<file path="src/rtl/atp_pkg.sv">
// Shared encodings for the ATP session sequencer: state and error codes,
// amount width and a small state-classification helper.
package atp_pkg;

  localparam int AMT_W = 11;

  typedef enum logic [2:0] {
    S_INPUT    = 3'b000,
    S_VALIDATE = 3'b001,
    S_BILL     = 3'b010,
    S_CHARGES  = 3'b011,
    S_METHOD   = 3'b100,
    S_OLDBAL   = 3'b101,
    S_TXN      = 3'b110,
    S_RECEIPT  = 3'b111
  } state_e;

  typedef enum logic [2:0] {
    E_NONE       = 3'b000,
    E_BAD_AUTH   = 3'b001,
    E_BAD_AMOUNT = 3'b010,
    E_OVERFLOW   = 3'b011,
    E_TXN_FAIL   = 3'b100,
    E_TIMEOUT    = 3'b101
  } err_e;

  // States that wait on an external ack and are guarded by the timeout counter
  function automatic logic is_timed(state_e s);
    return (s == S_VALIDATE) || (s == S_TXN);
  endfunction

endpackage

</file>
<file path="src/rtl/atp_timeout_ctr.sv">
// Ack-wait watchdog: reloads on every state change, counts down while the
// sequencer sits in a timed state, flags expiry on the last allowed cycle.
module atp_timeout_ctr #(
  parameter logic [7:0] LOAD_VAL = 8'd255
) (
  input  logic clk,
  input  logic rst,
  input  logic load,
  input  logic en,
  output logic expired
);

  logic [7:0] cnt;

  // Down-counter; holds at zero so it never wraps outside a timed state
  always_ff @(posedge clk or posedge rst) begin
    if (rst)                     cnt <= 8'd0;
    else if (load)               cnt <= LOAD_VAL;
    else if (en && cnt != 8'd0)  cnt <= cnt - 8'd1;
  end

  // cnt==1 means this is the LOAD_VAL-th cycle spent waiting
  assign expired = en && (cnt == 8'd1);

endmodule

</file>
<file path="src/rtl/atp_session_ctrl.sv">
// Session sequencer: walks one customer from id entry through lookup,
// amount/method entry, charges, balance and ledger debit to receipt.
module atp_session_ctrl
  import atp_pkg::*;
#(
  parameter int               MAX_RETRIES    = 3,
  parameter logic [AMT_W-1:0] CHEQUE_FEE     = 11'd10,
  parameter int               TIMEOUT_CYCLES = 255
) (
  input  logic             clk,
  input  logic             rst,
  input  logic             start,
  input  logic             exit,
  input  logic [11:0]      phone_number,
  input  logic [7:0]       auth_hash,
  output logic             lookup_req,
  input  logic             lookup_ack,
  input  logic             lookup_found,
  input  logic [7:0]       lookup_hash,
  input  logic [AMT_W-1:0] lookup_bill,
  input  logic [AMT_W-1:0] amount,
  input  logic             amount_valid,
  input  logic             pay_method,
  input  logic             method_valid,
  output logic [AMT_W-1:0] charges,
  output logic             txn_req,
  output logic [AMT_W-1:0] txn_amount,
  input  logic             txn_ack,
  input  logic             txn_ok,
  output logic [AMT_W-1:0] bill_amount,
  output logic [AMT_W-1:0] new_balance,
  output logic             receipt_valid,
  output logic             error,
  output logic [2:0]       err_code,
  output logic [2:0]       state,
  output logic             locked
);

  state_e           state_q, nxt;
  logic [11:0]      phone_q;
  logic [7:0]       hash_q;
  logic [AMT_W-1:0] amt_q;
  logic             pm_q;
  logic [2:0]       fail_cnt;
  logic [2:0]       fail_inc;
  logic [AMT_W:0]   total;
  logic             expired;

  logic   err_fire;
  err_e   err_val;
  logic   latch_start, latch_amt, latch_pm, latch_chg, latch_bal;
  logic   auth_ok, auth_fail, clr_lock;

  assign total    = {1'b0, amt_q} + {1'b0, (pm_q ? CHEQUE_FEE : {AMT_W{1'b0}})};
  assign fail_inc = fail_cnt + 3'd1;

  atp_timeout_ctr #(.LOAD_VAL(8'(TIMEOUT_CYCLES))) u_tmo (
    .clk     (clk),
    .rst     (rst),
    .load    (nxt != state_q),
    .en      (is_timed(state_q)),
    .expired (expired)
  );

  // State register
  always_ff @(posedge clk or posedge rst) begin
    if (rst) state_q <= S_INPUT;
    else     state_q <= nxt;
  end

  // Next-state and per-cycle control strobes; exit beats acks except in TXN
  always_comb begin
    nxt         = state_q;
    err_fire    = 1'b0;
    err_val     = E_NONE;
    latch_start = 1'b0;
    latch_amt   = 1'b0;
    latch_pm    = 1'b0;
    latch_chg   = 1'b0;
    latch_bal   = 1'b0;
    auth_ok     = 1'b0;
    auth_fail   = 1'b0;
    clr_lock    = 1'b0;
    case (state_q)
      S_INPUT: begin
        if (exit) clr_lock = 1'b1;
        else if (start && !locked) begin
          latch_start = 1'b1;
          nxt         = S_VALIDATE;
        end
      end
      S_VALIDATE: begin
        if (exit) nxt = S_INPUT;
        else if (lookup_ack) begin
          if (lookup_found && lookup_hash == hash_q) begin
            auth_ok = 1'b1;
            nxt     = S_BILL;
          end else begin
            auth_fail = 1'b1;
            err_fire  = 1'b1;
            err_val   = E_BAD_AUTH;
            nxt       = S_INPUT;
          end
        end else if (expired) begin
          err_fire = 1'b1;
          err_val  = E_TIMEOUT;
          nxt      = S_INPUT;
        end
      end
      S_BILL: begin
        if (exit) nxt = S_INPUT;
        else if (amount_valid) begin
          if (amount == '0 || amount > bill_amount) begin
            err_fire = 1'b1;
            err_val  = E_BAD_AMOUNT;
          end else begin
            latch_amt = 1'b1;
            nxt       = S_METHOD;
          end
        end
      end
      S_METHOD: begin
        if (exit) nxt = S_INPUT;
        else if (method_valid) begin
          latch_pm = 1'b1;
          nxt      = S_CHARGES;
        end
      end
      S_CHARGES: begin
        if (exit) nxt = S_INPUT;
        else if (total[AMT_W]) begin
          err_fire = 1'b1;
          err_val  = E_OVERFLOW;
          nxt      = S_BILL;
        end else begin
          latch_chg = 1'b1;
          nxt       = S_OLDBAL;
        end
      end
      S_OLDBAL: begin
        if (exit) nxt = S_INPUT;
        else begin
          latch_bal = 1'b1;
          nxt       = S_TXN;
        end
      end
      S_TXN: begin
        // Debit is atomic once requested: exit is not honoured here
        if (txn_ack) begin
          if (txn_ok) nxt = S_RECEIPT;
          else begin
            err_fire = 1'b1;
            err_val  = E_TXN_FAIL;
            nxt      = S_INPUT;
          end
        end else if (expired) begin
          err_fire = 1'b1;
          err_val  = E_TIMEOUT;
          nxt      = S_INPUT;
        end
      end
      S_RECEIPT: nxt = S_INPUT;
      default:   nxt = S_INPUT;
    endcase
  end

  // Session datapath: latched ids, amounts, charges, balance and error report
  always_ff @(posedge clk or posedge rst) begin
    if (rst) begin
      phone_q     <= '0;
      hash_q      <= '0;
      amt_q       <= '0;
      pm_q        <= 1'b0;
      bill_amount <= '0;
      charges     <= '0;
      txn_amount  <= '0;
      new_balance <= '0;
      error       <= 1'b0;
      err_code    <= E_NONE;
    end else begin
      error <= err_fire;
      if (err_fire) err_code <= err_val;
      if (latch_start) begin
        phone_q     <= phone_number;
        hash_q      <= auth_hash;
        err_code    <= E_NONE;
        bill_amount <= '0;
        charges     <= '0;
        txn_amount  <= '0;
        new_balance <= '0;
      end
      if (auth_ok)   bill_amount <= lookup_bill;
      if (latch_amt) amt_q       <= amount;
      if (latch_pm)  pm_q        <= pay_method;
      if (latch_chg) begin
        charges    <= pm_q ? CHEQUE_FEE : '0;
        txn_amount <= total[AMT_W-1:0];
      end
      if (latch_bal) new_balance <= bill_amount - amt_q;
    end
  end

  // Consecutive auth failures; lockout cleared only by exit while idle
  always_ff @(posedge clk or posedge rst) begin
    if (rst) begin
      fail_cnt <= '0;
      locked   <= 1'b0;
    end else if (clr_lock) begin
      fail_cnt <= '0;
      locked   <= 1'b0;
    end else if (auth_ok) begin
      fail_cnt <= '0;
    end else if (auth_fail) begin
      if (fail_cnt != 3'd7) fail_cnt <= fail_inc;
      if (fail_inc >= 3'(MAX_RETRIES)) locked <= 1'b1;
    end
  end

  assign state         = state_q;
  assign lookup_req    = (state_q == S_VALIDATE);
  assign txn_req       = (state_q == S_TXN);
  assign receipt_valid = (state_q == S_RECEIPT);

endmodule

</file>
<file path="config.mk">
export PLATFORM = sky130hd
export DESIGN_NAME = atp_session_ctrl
export DESIGN_NICKNAME = d
export VERILOG_FILES = /design/src/rtl/atp_pkg.sv /design/src/rtl/atp_timeout_ctr.sv /design/src/rtl/atp_session_ctrl.sv
export SDC_FILE = /design/constraint.sdc
export NUM_CORES = 1
export LEC_CHECK = 0
export BUFFER_PORTS_ARGS = -buffer_cell sky130_fd_sc_hd__buf_2
export CAP_MARGIN = 10
export CORE_ASPECT_RATIO = 1.5
export CORE_MARGIN = 2
export CORE_UTILIZATION = 40
export DETAILED_ROUTE_END_ITERATION = 16
export REMOVE_ABC_BUFFERS = 1
export SYNTH_ARGS = -nofsm -noshare
export SYNTH_HDL_FRONTEND = slang
export SYNTH_SLANG_ARGS = --single-unit
</file>
<file path="constraint.sdc">
create_clock -name clk -period 7.5 [get_ports clk]
set_clock_uncertainty 0.15 [all_clocks]
set_input_delay 2.25 -clock clk [delete_from_list [all_inputs] [get_ports clk]]
set_output_delay 2.25 -clock clk [all_outputs]
set_load 0.02 [all_outputs]
</file>
==> summary.txt, run 1 <==
status - finished, final reports clean
die height - 131 um
CP Max Fanout - 12
DRT antenna net count - 0
Worst VDD drop - 0.107 mV
largest net degree at the start of global routing - 49
clock buffer depth - 2
synthesized area - 0.00432 mm^2
endpoint class of the critical path - register
wire per inst - 16.3 um
routability-driven placement congestion ratio - 0.839
worst skew pair latency - 340 ps
Worst Setup Path Type - input port to register
Area Growth Syn to Fin - 20.4%
Arr. time, crit path - 4590 ps
DP HPWL - 8550 um
Die Wd - 88.9 um
fmax - 0.221 GHz
number of fill cells in the layout - 1022
Seq cells post-synth - 73
Cells after Synth - 457
area of the multi-input gates - 0.00227 mm^2
vias in the first global route - 3743
Reg clk slew, reported paths - 60 ps
asr flop ratio synth - 100%
Hold-fix buffers, CTS - 0
final period utilization - 60.3%
syn_area_per_cell - 9.46 um^2
Hold Path Class - register to register
row cnt - 46
reg2reg path depth - 7
initial detailed-routing violation count - 150
layout cells sized above 1 - 23.8%
GRT Util Overall - 20.4%
CP required - 7570 ps
Antenna diodes - 0
drt drc - 0
grt total ovfl - 0
Nets - 640
RSZ-0062 raised after global routing - false
final critical-path setup slack - 2980 ps
Critical Path Sink - amt_q[8]
Root Buffer - clkbuf_16
synth cell count leaders - dfrtp_1 (73), nand2_1 (59), inv_1 (32)
Sequential cell area - 0.00183 mm^2
min Tclk post-route - 4520 ps
starting density of the core - 41.0%
leakage power - 2.54 nW
Crit Reg-Reg Endpoint - u_tmo.cnt[2]
io pins - 116
Cell variety after synth - 59
CTS tree - yes
TritonRoute pass-1 iters - 4
largest cells by area after synthesis - dfrtp_1 (42%), ha_1 (8.4%), nand2_1 (5.1%), xnor2_1 (5.1%), o21ai_0 (3.4%)
worst slack, placed - 2670 ps
count leader, synth - dfrtp_1
Vias - 3733
Post-CTS Resized - 0
setup TNS - 0 ps
post-synthesis sequential area ratio - 42.3%
area leader, netlist - dfrtp_1
Detailed Route WL - 11300 um
first-pass GRT wire length - 18400 um
Hold Slack - 327 ps
Max Cap Viol - 0
Vias/cell - 5.35
Core ar. - 0.0105 mm^2
worst slew pin tran - 1070 ps
CTS buffer count - 9
H-tree lvl count - 3
Worst R2R Setup Slack - 4530 ps
reg2reg start - state[1]
TritonCTS Sinks - 73
relative slew slack - 28.3%
Die ar. - 0.0117 mm^2
Synth Flop Type - dfrtp_1
EDFF count, synth - 0
Ys Warns - 0
worst setup path startpoint - amount[10]
initial antenna violation count - 0
PD cells - 186 mW/mm^2
I/O Buffers - 94
Post-CTS Setup Bufs - 0
fin. max-slew vios - 0
final setup fails - 0
endpoints failing hold - 0
Setup crit start kind - input port
Synth top area share - 42.3%
-- where the power goes --
group          internal (mW)  total, mW  switching (mW)
Sequential             0.409      0.421          0.0124
Clock                  0.276      0.443           0.167
Combinational         0.0420      0.106          0.0636
Total                  0.726      0.969           0.243
-- sequential cells by signal, indices dropped and copies added (netlist names), 3 cells and up --
register / count
amt_q: 11
bill_amount: 11
err_code: 3
fail_cnt: 3
hash_q: 8
new_balance: 11
state: 3
txn_amount: 11
u_tmo.cnt: 8
-- placed cells by master, fill, tap and decap left out, drive strengths merged, types with 5 or more instances in the layout --
master	instances
nor3	7
xnor2	26
o21ai	31
o21bai	5
inv	32
or3	6
and3	7
nor2	25
buf	97
o211ai	5
nand2b	6
mux2	10
nand2	59
dfrtp	73
a31oi	5
ha	29
conb	9
nand3	27
o31ai	14
clkbuf	12
a21oi	5
nor4	6
-- critical path: stages --
cell and delay (ps):
buf_2 130, ha_1 310, and3_1 210, nand4_1 130
o21bai_1 160, a31oi_1 160, nor2_1 810, mux2_2 430
-- through the flow --
stage	utilization, %	power [mW]	instance area, um^2	instances
6_report	49.4	0.969	5200	698
5_1_grt	49.4	1.01	5200	698
3_3_place_gp	46.5	0.531	4890	682
2_1_floorplan	-	0.496	4220	441
3_5_place_dp	46.5	0.534	4890	682
4_1_cts	49.4	0.980	5200	698
-- how the worst min path moves through the flow --
stage | slack, ps | depth (start not counted) | from | to
5_1_grt | 360 | 2 | new_balance[5] | new_balance[5]
4_1_cts | 330 | 2 | new_balance[2] | new_balance[2]
3_5_place_dp | 320 | 2 | new_balance[2] | new_balance[2]
2_1_floorplan | 320 | 2 | hash_q[0] | hash_q[0]
3_3_place_gp | 310 | 2 | new_balance[2] | new_balance[2]
6_report | 330 | 2 | new_balance[5] | new_balance[5]
-- layer usage --
| layer | wire, um | vias up | track usage (%) | part of all wire (%) |
|---|---|---|---|---|
| li1 | - | 1793 | - | - |
| met5 | 0 | - | 0 | 0 |
| met1 | 4570 | 1822 | 24.1 | 40 |
| met4 | 328 | 0 | 8.84 | 2.9 |
| met2 | 5950 | 96 | 35.1 | 52 |
| met3 | 492 | 22 | 3.83 | 4.3 |
-- cell type report --
type | instances | share of cell area [%]
inverters | 32 | 2.31
clock inverters | 4 | 0.986
repair buffers | 97 | 9.48
multi-input cells | 336 | 43.7
flip-flops and latches | 73 | 35.1
well taps | 144 | 3.46
clock buffers | 12 | 4.93
-- cell families (layout without fill, tap and decap cells) --
family	count (synthesis)	in the layout	share of synthesized area, %
other cells	1	9	0.0868
mux	12	12	3.07
buf+inv	56	145	5.79
simple gates	165	165	19.2
xor+xnor	29	29	6.05
flops	73	73	42.3
fa+ha+maj	30	30	8.86
compound gates	91	91	14.7
No activity file was read; power rests on OpenSTA's default activity.
==> inputs of run 2 (changes only) <==
Settings changed: ABC_AREA set to 1.
Clock period 7.5 ns to 4.7 ns, I/O delays scaled along.
==> summary.txt, run 2 <==
status - finished, final reports clean (unchanged)
syn_area_per_cell - 7.88 um^2 (was 9.46 um^2)
Seq cells post-synth - 73 (unchanged)
RSZ-0062 raised after global routing - false (unchanged)
fmax - 0.320 GHz
Core ar. - 0.0110 mm^2 (was 0.0105 mm^2)
final critical-path setup slack - 1570 ps (was 2980 ps)
Vias - 4062 (was 3733)
Max Cap Viol - 0 (unchanged)
final period utilization - 66.5%
Worst Setup Path Type - input port to register (unchanged)
final setup fails - 0 (unchanged)
Post-CTS Resized - 0 (unchanged)
GRT Util Overall - 19.4% (was 20.4%)
EDFF count, synth - 0 (unchanged)
Hold Path Class - register to register (unchanged)
Post-CTS Setup Bufs - 0 (unchanged)
Vias/cell - 4.95 (was 5.35)
Worst VDD drop - 0.254 mV (was 0.107 mV)
wire per inst - 13.7 um (was 16.3 um)
Area Growth Syn to Fin - 20.5% (was 20.4%)
DRT antenna net count - 0 (unchanged)
setup TNS - 0 ps (unchanged)
io pins - 116 (unchanged)
DP HPWL - 8980 um (was 8550 um)
Nets - 760 (was 640)
Antenna diodes - 0 (unchanged)
endpoint class of the critical path - register (unchanged)
die height - 134 um (was 131 um)
post-synthesis sequential area ratio - 40.6% (was 42.3%)
Cells after Synth - 571 (was 457)
grt total ovfl - 0 (unchanged)
PD cells - 358 mW/mm^2 (was 186 mW/mm^2)
Synth Flop Type - dfrtp_1 (unchanged)
vias in the first global route - 4090 (was 3743)
Setup crit start kind - input port (unchanged)
relative slew slack - 52.7% (was 28.3%)
initial antenna violation count - 0 (unchanged)
CP Max Fanout - 8 (was 12)
worst slew pin tran - 708 ps (was 1070 ps)
Root Buffer - clkbuf_16 (unchanged)
clock buffer depth - 2 (unchanged)
CP required - 4750 ps (was 7570 ps)
Reg clk slew, reported paths - 60 ps (about the same)
CTS buffer count - 9 (unchanged)
Arr. time, crit path - 3180 ps (was 4590 ps)
worst slack, placed - 1240 ps (was 2670 ps)
most common cell after layout, fill and taps aside - nand2_1 (was buf_2)
CTS tree - yes (unchanged)
initial detailed-routing violation count - 173 (was 150)
drt drc - 0 (unchanged)
first-pass GRT wire length - 19000 um (was 18400 um)
H-tree lvl count - 3 (unchanged)
count leader, synth - nand2_1 (was dfrtp_1)
row cnt - 47 (was 46)
asr flop ratio synth - 100% (unchanged)
largest cells by area after synthesis - dfrtp_1 (41%), nand2_1 (11%), ha_1 (8.1%), inv_1 (5.8%), nand3_1 (4.9%) (was dfrtp_1 (42%), ha_1 (8.4%), nand2_1 (5.1%), xnor2_1 (5.1%), o21ai_0 (3.4%))
layout cells sized above 1 - 22.3% (was 23.8%)
fin. max-slew vios - 0 (unchanged)
largest net degree at the start of global routing - 43 (was 49)
min Tclk post-route - 3130 ps
synth cell count leaders - nand2_1 (135), dfrtp_1 (73), inv_1 (70) (was dfrtp_1 (73), nand2_1 (59), inv_1 (32))
routability-driven placement congestion ratio - 0.904 (was 0.839)
Ys Warns - 0 (unchanged)
leakage power - 2.91 nW (was 2.54 nW)
area leader, netlist - dfrtp_1 (unchanged)
starting density of the core - 40.9% (was 41.0%)
TritonRoute pass-1 iters - 4 (unchanged)
I/O Buffers - 94 (unchanged)
Synth top area share - 40.6% (was 42.3%)
number of fill cells in the layout - 1068 (was 1022)
endpoints failing hold - 0 (unchanged)
TritonCTS Sinks - 73 (unchanged)
Detailed Route WL - 11300 um (about the same)
synthesized area - 0.00450 mm^2 (was 0.00432 mm^2)
Hold-fix buffers, CTS - 0 (unchanged)
Die ar. - 0.0121 mm^2 (was 0.0117 mm^2)
Die Wd - 90.6 um (was 88.9 um)
most frequent cells in the layout - nand2_1 (135), buf_2 (94), dfrtp_1 (73), inv_1 (69), nand3_1 (44) (was buf_2 (94), dfrtp_1 (73), nand2_1 (59), inv_1 (31))
Cell variety after synth - 41 (was 59)
worst skew pair latency - 340 ps (about the same)
## run 2: kinds of logic (layout without fill, tap and decap cells)
family / count (synthesis) / after routing / synth area share, %
other cells: 1 / 9 / 0.0833
xor+xnor: 13 / 13 / 2.70
compound gates: 95 / 95 / 12.2
flops: 73 / 73 / 40.6
buf+inv: 99 / 194 / 9.23
mux: 1 / 1 / 0.250
simple gates: 259 / 259 / 26.5
fa+ha+maj: 30 / 30 / 8.50
## run 2: area by class of cell
class	instances	area (um^2)	share of cell area [%]
multi-input cells	407	2290	42.2
clock buffers	10	229	4.22
clock inverters	6	91.3	1.68
flip-flops and latches	73	1830	33.7
inverters	80	303	5.58
repair buffers	98	500	9.23
well taps	147	184	3.39
## run 2: metrics by stage
step / power [mW] / area, um^2 / instances / hold slack [ps] / util (%)
3_5_place_dp: 1.21 / 5100 / 805 / 316 / 46.4
2_1_floorplan: 1.08 / 4420 / 560 / 318 / -
5_1_grt: 2.06 / 5420 / 821 / 354 / 49.3
4_1_cts: 1.96 / 5420 / 821 / 331 / 49.3
3_3_place_gp: 1.20 / 5100 / 805 / 313 / 46.4
6_report: 1.94 / 5420 / 821 / 325 / 49.3
## run 2: worst max-delay path: stages
cell and delay (ps):
buf_2 130, ha_1 300, nand2_1 70, nor2_1 220, nand4_1 110, nand2_1 150, nand3_1 80, nand2_1 60
inv_1 60, nor2_4 160, inv_2 50, nand2_1 230, nand4_1 140
## run 2: worst paths after layout
check | from | end | slack [ps] | cells after the start
setup / recovery | amount[10] | u_tmo.cnt[3] | 1570 | 13
hold / removal | new_balance[7] | new_balance[7] | 320 | 2
setup reg to reg | state[1] | u_tmo.cnt[3] | 2190 | 12
hold reg to reg | new_balance[7] | new_balance[7] | 320 | 2
max in group asynchronous | rst | new_balance[1] | 2960 | 3
min in group asynchronous | rst | txn_amount[7] | 1000 | 3
## run 2: metal layers
layer / GRT usage [%] / wire [um] / vias up
li1: - / - / 2058
met1: 22.8 / 4710 / 1847
met2: 33.8 / 5620 / 123
met3: 2.53 / 457 / 34
met4: 11.6 / 490 / 0
met5: 0 / 0 / -
## run 2: power breakdown
group / switching, mW / leakage (nW) / internal, mW
registers: 0.0622 / 0.932 / 0.699
clock network: 0.273 / 0.145 / 0.467
logic: 0.286 / 1.83 / 0.155
total: 0.622 / 2.91 / 1.32
